[config.mk]
export PLATFORM = sky130hd
export DESIGN_NAME = mem_arbiter
export DESIGN_NICKNAME = d
export VERILOG_FILES = /design/src/rtl/mem_arbiter.sv
export SDC_FILE = /design/constraint.sdc
export NUM_CORES = 1
export LEC_CHECK = 0
export BUFFER_PORTS_ARGS = -buffer_cell sky130_fd_sc_hd__buf_2
export CAP_MARGIN = 30
export CORE_MARGIN = 5
export CORE_UTILIZATION = 43
export CTS_CLUSTER_DIAMETER = 100
export DETAILED_ROUTE_END_ITERATION = 16
export GPL_ROUTABILITY_DRIVEN = 0
export PLACE_DENSITY = 0.71
export RECOVER_POWER = 100
export SLEW_MARGIN = 20
export SYNTH_ARGS = -nofsm -noshare
export SYNTH_HDL_FRONTEND = slang
export SYNTH_SLANG_ARGS = --single-unit
export TNS_END_PERCENT = 30
[constraint.sdc]
create_clock -name clk -period 3 [get_ports clk]
set_input_delay 0.3 -clock clk [delete_from_list [all_inputs] [get_ports clk]]
set_output_delay 0.3 -clock clk [all_outputs]
set_load 0.05 [all_outputs]
[src/rtl/mem_arbiter.sv]
// Shared-memory arbiter between an I-cache line refill port and a D-side
// single-word port. One memory request is outstanding at a time; grants
// alternate round-robin when both sides request together.
//
// state  | meaning
// -------+---------------------------------------------------------------
// IDLE   | waiting for a request; ready offered to the granted side
// I_REQ  | memory request for line word [beat] presented
// I_WAIT | waiting for read data of line word [beat]
// I_DONE | line assembled; i_resp_valid high for this one cycle
// D_REQ  | D-side read/write presented to memory
// D_WAIT | waiting for the D-side completion
module mem_arbiter #(
   parameter int ADDR_W     = 64,
   parameter int DATA_W     = 32,
   parameter int LINE_WORDS = 4
) (
   input  logic                         clk,
   input  logic                         rst,
   input  logic                         i_req_valid,
   input  logic [ADDR_W-1:0]            i_req_addr,
   output logic                         i_req_ready,
   output logic                         i_resp_valid,
   output logic [LINE_WORDS*DATA_W-1:0] i_resp_line,
   input  logic                         d_req_valid,
   input  logic                         d_req_we,
   input  logic [ADDR_W-1:0]            d_req_addr,
   input  logic [DATA_W-1:0]            d_req_wdata,
   output logic                         d_req_ready,
   output logic                         d_resp_valid,
   output logic [DATA_W-1:0]            d_resp_rdata,
   output logic                         mem_valid,
   output logic                         mem_we,
   output logic [ADDR_W-1:0]            mem_addr,
   output logic [DATA_W-1:0]            mem_wdata,
   input  logic                         mem_ready,
   input  logic                         mem_rvalid,
   input  logic [DATA_W-1:0]            mem_rdata
);

   localparam int LINE_W = LINE_WORDS * DATA_W;
   localparam int BEAT_W = (LINE_WORDS > 1) ? $clog2(LINE_WORDS) : 1;
   localparam int OFF_W  = $clog2(LINE_W / 8);
   localparam logic [ADDR_W-1:0] OFF_MASK   = {{(ADDR_W-OFF_W){1'b0}}, {OFF_W{1'b1}}};
   localparam logic [ADDR_W-1:0] WORD_BYTES = ADDR_W'(DATA_W / 8);
   localparam logic [BEAT_W-1:0] LAST_BEAT  = BEAT_W'(LINE_WORDS - 1);

   typedef enum logic [2:0] {
      IDLE, I_REQ, I_WAIT, I_DONE, D_REQ, D_WAIT
   } state_t;

   state_t            state;
   logic [BEAT_W-1:0] beat;
   logic              last_d;   // last side served was D, so I wins the next tie
   logic              open;
   logic              grant_i;
   logic              grant_d;

   // Grant decision: only in IDLE, never while a D completion pulse is out,
   // I preferred on a tie unless it was served last.
   always_comb begin
      open    = 1'b0;
      grant_i = 1'b0;
      grant_d = 1'b0;
      open    = !rst && (state == IDLE) && !d_resp_valid;
      grant_i = open && i_req_valid && (!d_req_valid || last_d);
      grant_d = open && d_req_valid && !grant_i;
   end

   assign i_req_ready = grant_i;
   assign d_req_ready = grant_d;

   // Sequencer: state, beat counter, memory request fields and responses.
   always_ff @(posedge clk) begin
      if (rst) begin
         state        <= IDLE;
         beat         <= '0;
         last_d       <= 1'b1;
         i_resp_valid <= 1'b0;
         i_resp_line  <= '0;
         d_resp_valid <= 1'b0;
         d_resp_rdata <= '0;
         mem_valid    <= 1'b0;
         mem_we       <= 1'b0;
         mem_addr     <= '0;
         mem_wdata    <= '0;
      end else begin
         i_resp_valid <= 1'b0;
         d_resp_valid <= 1'b0;
         case (state)
            IDLE: begin
               if (grant_i) begin
                  mem_addr  <= i_req_addr & ~OFF_MASK;
                  mem_we    <= 1'b0;
                  mem_valid <= 1'b1;
                  beat      <= '0;
                  state     <= I_REQ;
               end else if (grant_d) begin
                  mem_addr  <= d_req_addr;
                  mem_we    <= d_req_we;
                  mem_wdata <= d_req_wdata;
                  mem_valid <= 1'b1;
                  state     <= D_REQ;
               end
            end
            I_REQ: begin
               if (mem_ready) begin
                  mem_valid <= 1'b0;
                  state     <= I_WAIT;
               end
            end
            I_WAIT: begin
               if (mem_rvalid) begin
                  i_resp_line[int'(beat)*DATA_W +: DATA_W] <= mem_rdata;
                  if (beat == LAST_BEAT) begin
                     i_resp_valid <= 1'b1;
                     state        <= I_DONE;
                  end else begin
                     beat      <= beat + 1'b1;
                     mem_addr  <= mem_addr + WORD_BYTES;
                     mem_valid <= 1'b1;
                     state     <= I_REQ;
                  end
               end
            end
            I_DONE: begin
               last_d <= 1'b0;
               state  <= IDLE;
            end
            D_REQ: begin
               if (mem_ready) begin
                  mem_valid <= 1'b0;
                  state     <= D_WAIT;
               end
            end
            D_WAIT: begin
               if (mem_rvalid) begin
                  d_resp_valid <= 1'b1;
                  d_resp_rdata <= mem_rdata;
                  last_d       <= 1'b1;
                  state        <= IDLE;
               end
            end
            default: state <= IDLE;
         endcase
      end
   end

endmodule

==> report_table.html <==
<table>
<tr><th>Metric</th><th>Value</th></tr>
<tr><th colspan="2">GRT</th></tr>
<tr><td>Total global-route track usage</td><td>29.0%</td></tr>
<tr><td>First-pass GRT wire length</td><td>73,500 microns</td></tr>
<tr><td>Largest net degree at the start of global routing</td><td>78</td></tr>
<tr><td>Overall overflow remaining after global route</td><td>0</td></tr>
<tr><td>Initial antenna violation count</td><td>2</td></tr>
<tr><td>Via count of the first global-routing pass</td><td>approximately 13k</td></tr>
<tr><th colspan="2">Critical path</th></tr>
<tr><td>Required time of the critical path</td><td>2.70 ns</td></tr>
<tr><td>Cells traversed along the worst timing path</td><td>clkbuf_1 -&gt; nor4_1 -&gt; nand4_1 -&gt; inv_1 -&gt; clkbuf_2</td></tr>
<tr><td>Worst Path Max Fanout</td><td>15</td></tr>
<tr><td>Crit. End Element</td><td>output port</td></tr>
<tr><td>Type of the worst setup path</td><td>reg2out</td></tr>
<tr><td>Family with the most delay on the worst path</td><td>buffers and inverters</td></tr>
<tr><td>Highest cell delay on the worst timing path</td><td>0.52 ns</td></tr>
<tr><td>Kind of start point of the critical path</td><td>register</td></tr>
<tr><td>Cell type of the slowest stage on the worst timing path</td><td>sky130_fd_sc_hd__inv_1</td></tr>
<tr><td>Arrival time of data at the critical path endpoint</td><td>between 2 and 3 ns</td></tr>
<tr><td>Total buffers and inverters traversed by the critical path</td><td>3</td></tr>
<tr><th colspan="2">Timing</th></tr>
<tr><td>Clk_skew</td><td>0.0125 ns</td></tr>
<tr><td>Final hold violation count</td><td>0</td></tr>
<tr><td>Final setup vio count</td><td>0</td></tr>
<tr><td>Pin slew with the least headroom to its limit</td><td>1.22 ns</td></tr>
<tr><td>Summed negative setup slack over all endpoints</td><td>0 ns</td></tr>
<tr><td>RSZ-0062 raised after global routing</td><td>no</td></tr>
<tr><td>Final period util</td><td>94.7%</td></tr>
<tr><td>Fmax</td><td>0.352 GHz</td></tr>
<tr><td>Final critical-path required period</td><td>2.84 ns</td></tr>
<tr><td>Final Max Slew Viols</td><td>0</td></tr>
<tr><td>Worst Setup Slack, final</td><td>0.160 ns</td></tr>
<tr><td>Relative slew margins</td><td>a little under a fifth</td></tr>
<tr><th colspan="2">Finish</th></tr>
<tr><td>Area growth, synth to finish</td><td>29.6%</td></tr>
<tr><td>Leading cell type in the layout, fill and taps excluded</td><td>sky130_fd_sc_hd__nand2_1</td></tr>
<tr><td>Number of nets in the layout</td><td>2,266</td></tr>
<tr><td>Highest-count cells in the layout ignoring fill and taps</td><td>sky130_fd_sc_hd__nand2_1 (406), sky130_fd_sc_hd__clkbuf_1 (271), sky130_fd_sc_hd__a21oi_1 (270)</td></tr>
<tr><td>Share of cells above drive strength 1</td><td>between 10% and 20%</td></tr>
<tr><th colspan="2">Yosys</th></tr>
<tr><td>Mean instance size in the synthesized netlist</td><td>7.46 sq um</td></tr>
<tr><td>Number of enable flip-flop cells after synthesis</td><td>0</td></tr>
<tr><td>Synthesis warning total</td><td>0</td></tr>
<tr><td>Post-Synthesis Cells</td><td>1,619</td></tr>
<tr><td>Net count of the mapped netlist</td><td>between 1.5k and 2k</td></tr>
<tr><td>Register area share after synthesis</td><td>44.1%</td></tr>
<tr><td>Summed instance area of the synthesized netlist</td><td>0.0121 sq mm</td></tr>
<tr><td>#FFs+latches synth</td><td>266</td></tr>
<tr><td>Share of flip-flops with an asynchronous set or reset</td><td>0%</td></tr>
<tr><td>Top_reg_cell synth</td><td>sky130_fd_sc_hd__dfxtp_1</td></tr>
<tr><td>Distinct cells, synth</td><td>between 60 and 70</td></tr>
<tr><th colspan="2">Pwr</th></tr>
<tr><td>Total power after layout</td><td>0.00868 W</td></tr>
<tr><td>Peak supply drop</td><td>0.363 mV</td></tr>
<tr><td>Leak Pwr</td><td>about 5.6 nW</td></tr>
<tr><td>Power per cell area</td><td>554 mW/mm^2</td></tr>
<tr><th colspan="2">Place</th></tr>
<tr><td>Number of buffers inserted by port buffering</td><td>around 460</td></tr>
<tr><td>Placed wire-length estimate after detailed placement</td><td>~34,000 microns</td></tr>
<tr><td>Dpl ws</td><td>0.256 ns</td></tr>
<tr><th colspan="2">Die</th></tr>
<tr><td>Initial Util</td><td>between 40% and 50%</td></tr>
<tr><td>Placement Rows</td><td>61</td></tr>
<tr><td>Top Ports</td><td>461</td></tr>
<tr><td>Vertical die dimension</td><td>178 microns</td></tr>
<tr><td>Die outline area</td><td>about 0.032 sq mm</td></tr>
<tr><td>Die span in x</td><td>178 microns</td></tr>
<tr><td>Core area</td><td>0.0278 sq mm</td></tr>
<tr><th colspan="2">CTS</th></tr>
<tr><td>Total clock buffers created by CTS</td><td>29</td></tr>
<tr><td>Clock-pin slew on the worst setup and hold paths</td><td>0.06 ns</td></tr>
<tr><td>Clock latency on the worst-skew pair</td><td>between 0.5 and 0.6 ns</td></tr>
<tr><td>Clock tree from TritonCTS</td><td>done</td></tr>
<tr><td>CTS resizes</td><td>0</td></tr>
<tr><td>Clk sink count</td><td>about 270</td></tr>
<tr><td>Deepest level of the CTS H-tree</td><td>1</td></tr>
<tr><td>Clock root buffer master</td><td>sky130_fd_sc_hd__clkbuf_16</td></tr>
<tr><td>Buffer levels on the longest clock path</td><td>3</td></tr>
<tr><th colspan="2">Worst hold path</th></tr>
<tr><td>Type of the tightest min-delay check</td><td>in2reg</td></tr>
<tr><th colspan="2">Flow run</th></tr>
<tr><td>Number of max-cap violations</td><td>0</td></tr>
<tr><th colspan="2">Drt</th></tr>
<tr><td>Remaining design rule violation count</td><td>0</td></tr>
<tr><td>Average routed wire per standard cell</td><td>19.8 microns</td></tr>
<tr><td>Routed wire length</td><td>48,700 microns</td></tr>
<tr><td>First-pass DRT Iterations</td><td>6</td></tr>
<tr><td>Number of DRC markers in iteration 0</td><td>roughly 1.5k</td></tr>
<tr><td>Post-DR vias/cell</td><td>between 5 and 6</td></tr>
<tr><td>Antenna Nets Post-Route</td><td>0</td></tr>
<tr><td>Vias</td><td>14.0k</td></tr>
<tr><th colspan="2">Status</th></tr>
<tr><td>Run status</td><td>finished clean</td></tr>
</table>
## flip-flops by register name, indices dropped and copies added, names as in the netlist, 2 cells and up
register,cells
beat,2
i_resp_line,128
d_resp_rdata,32
mem_addr,64
mem_wdata,32
state,3
## worst register-to-register path, delay by kind of cell, from the launching register on
kind,cells,cell delay (ns)
flip-flops,1,0.43
AND/OR/NAND/NOR,5,1.66
AO/OA/AOI/OAI,1,0.21
buffers and inverters,1,0.19
adder cells (fa/ha/maj),1,0.25
## synthesized netlist by cell type (6+ instances only)
library cell | instances | area share [%]
sky130_fd_sc_hd__dfxtp_1 | 266 | 44
sky130_fd_sc_hd__o21ai_0 | 44 | 1.8
sky130_fd_sc_hd__buf_1 | 12 | 0.37
sky130_fd_sc_hd__nand4_1 | 19 | 0.98
sky130_fd_sc_hd__a32o_1 | 11 | 0.91
sky130_fd_sc_hd__o22ai_1 | 20 | 1.0
sky130_fd_sc_hd__ha_1 | 7 | 0.73
sky130_fd_sc_hd__nand2_1 | 406 | 13
sky130_fd_sc_hd__nor3_1 | 32 | 1.3
sky130_fd_sc_hd__clkbuf_1 | 108 | 3.4
sky130_fd_sc_hd__nor2_1 | 53 | 1.6
sky130_fd_sc_hd__or3_1 | 7 | 0.36
sky130_fd_sc_hd__a31oi_1 | 6 | 0.31
sky130_fd_sc_hd__a21oi_1 | 270 | 11
sky130_fd_sc_hd__mux2i_1 | 29 | 2.4
sky130_fd_sc_hd__inv_1 | 14 | 0.44
sky130_fd_sc_hd__and3_1 | 16 | 0.83
sky130_fd_sc_hd__nand3_1 | 179 | 7.4
sky130_fd_sc_hd__nor4_1 | 21 | 1.1
## per-stage QoR
stage / utilization (%) / area, sq um / hold slack, ns / std cells
after CTS: 57.8 / 16000 / 0.00218 / 2458
after floorplan: - / 12100 / 0.436 / 1619
after global routing: 56.4 / 15700 / 0.0199 / 2461
after detailed placement: 53.2 / 14800 / 0.441 / 2371
final: 56.4 / 15700 / 0.0269 / 2462
after global placement: 53.0 / 14700 / 0.435 / 2369
## final timing paths
path / startpoint / endpoint / slack (ns) / cells past startpoint
setup / recovery: state[2] / i_req_ready / 0.16 / 5
hold / removal: i_req_addr[36] / mem_addr[36] / 0.03 / 3
setup reg to reg: mem_addr[2] / mem_addr[40] / 0.17 / 8
hold reg to reg: i_resp_line[8] / i_resp_line[8] / 0.45 / 2
## layer usage
| layer | GRT usage, % | vias up | share of wire (%) |
|---|---|---|---|
| met3 | 8.01 | 139 | 11 |
| met5 | 0 | - | 0 |
| met2 | 49.0 | 740 | 48 |
| met4 | 11.0 | 0 | 4.1 |
| met1 | 35.2 | 6569 | 38 |
| li1 | - | 6575 | - |
## cell type report
| class | instances | area, sq um |
|---|---|---|
| antenna | 3 | 7.51 |
| clock buffer | 40 | 827 |
| clock inverter | 12 | 93.8 |
| fill | 2835 | 12100 |
| inverter | 15 | 56.3 |
| multi-input combinational | 1212 | 6200 |
| sequential | 266 | 5330 |
| tap | 378 | 473 |
| timing repair buffer | 536 | 2680 |
## what timing repair did
action | in CTS | in global routing
hold buffers | 35 | 0
setup buffers | 0 | 0
hold endpoints to repair | 35 | 0
setup endpoints to repair | 0 | 0
## report_power, final
group / leakage [nW] / internal (W) / switching, W / total, W
Sequential: 2.16 / 0.00365 / 0.000172 / 0.00383
Clock: 0.437 / 0.00193 / 0.00150 / 0.00343
Combinational: 3.00 / 0.000404 / 0.00102 / 0.00142
Total: 5.59 / 0.00599 / 0.00269 / 0.00868
## logic make-up (layout without fill, tap and decap cells)
family	after synthesis	in the layout	synth area share (%)
AOI/OAI and AO/OA	396	396	18.5
and+or+nand+nor	775	775	29.3
xor gates and xnor gates	1	1	0.0725
other	0	3	0
buffers and inverters	141	603	4.55
adders and majority gates	7	7	0.725
muxes	33	33	2.78
DFF	266	266	44.1
Note: power is estimated with default switching activity, not from simulation.
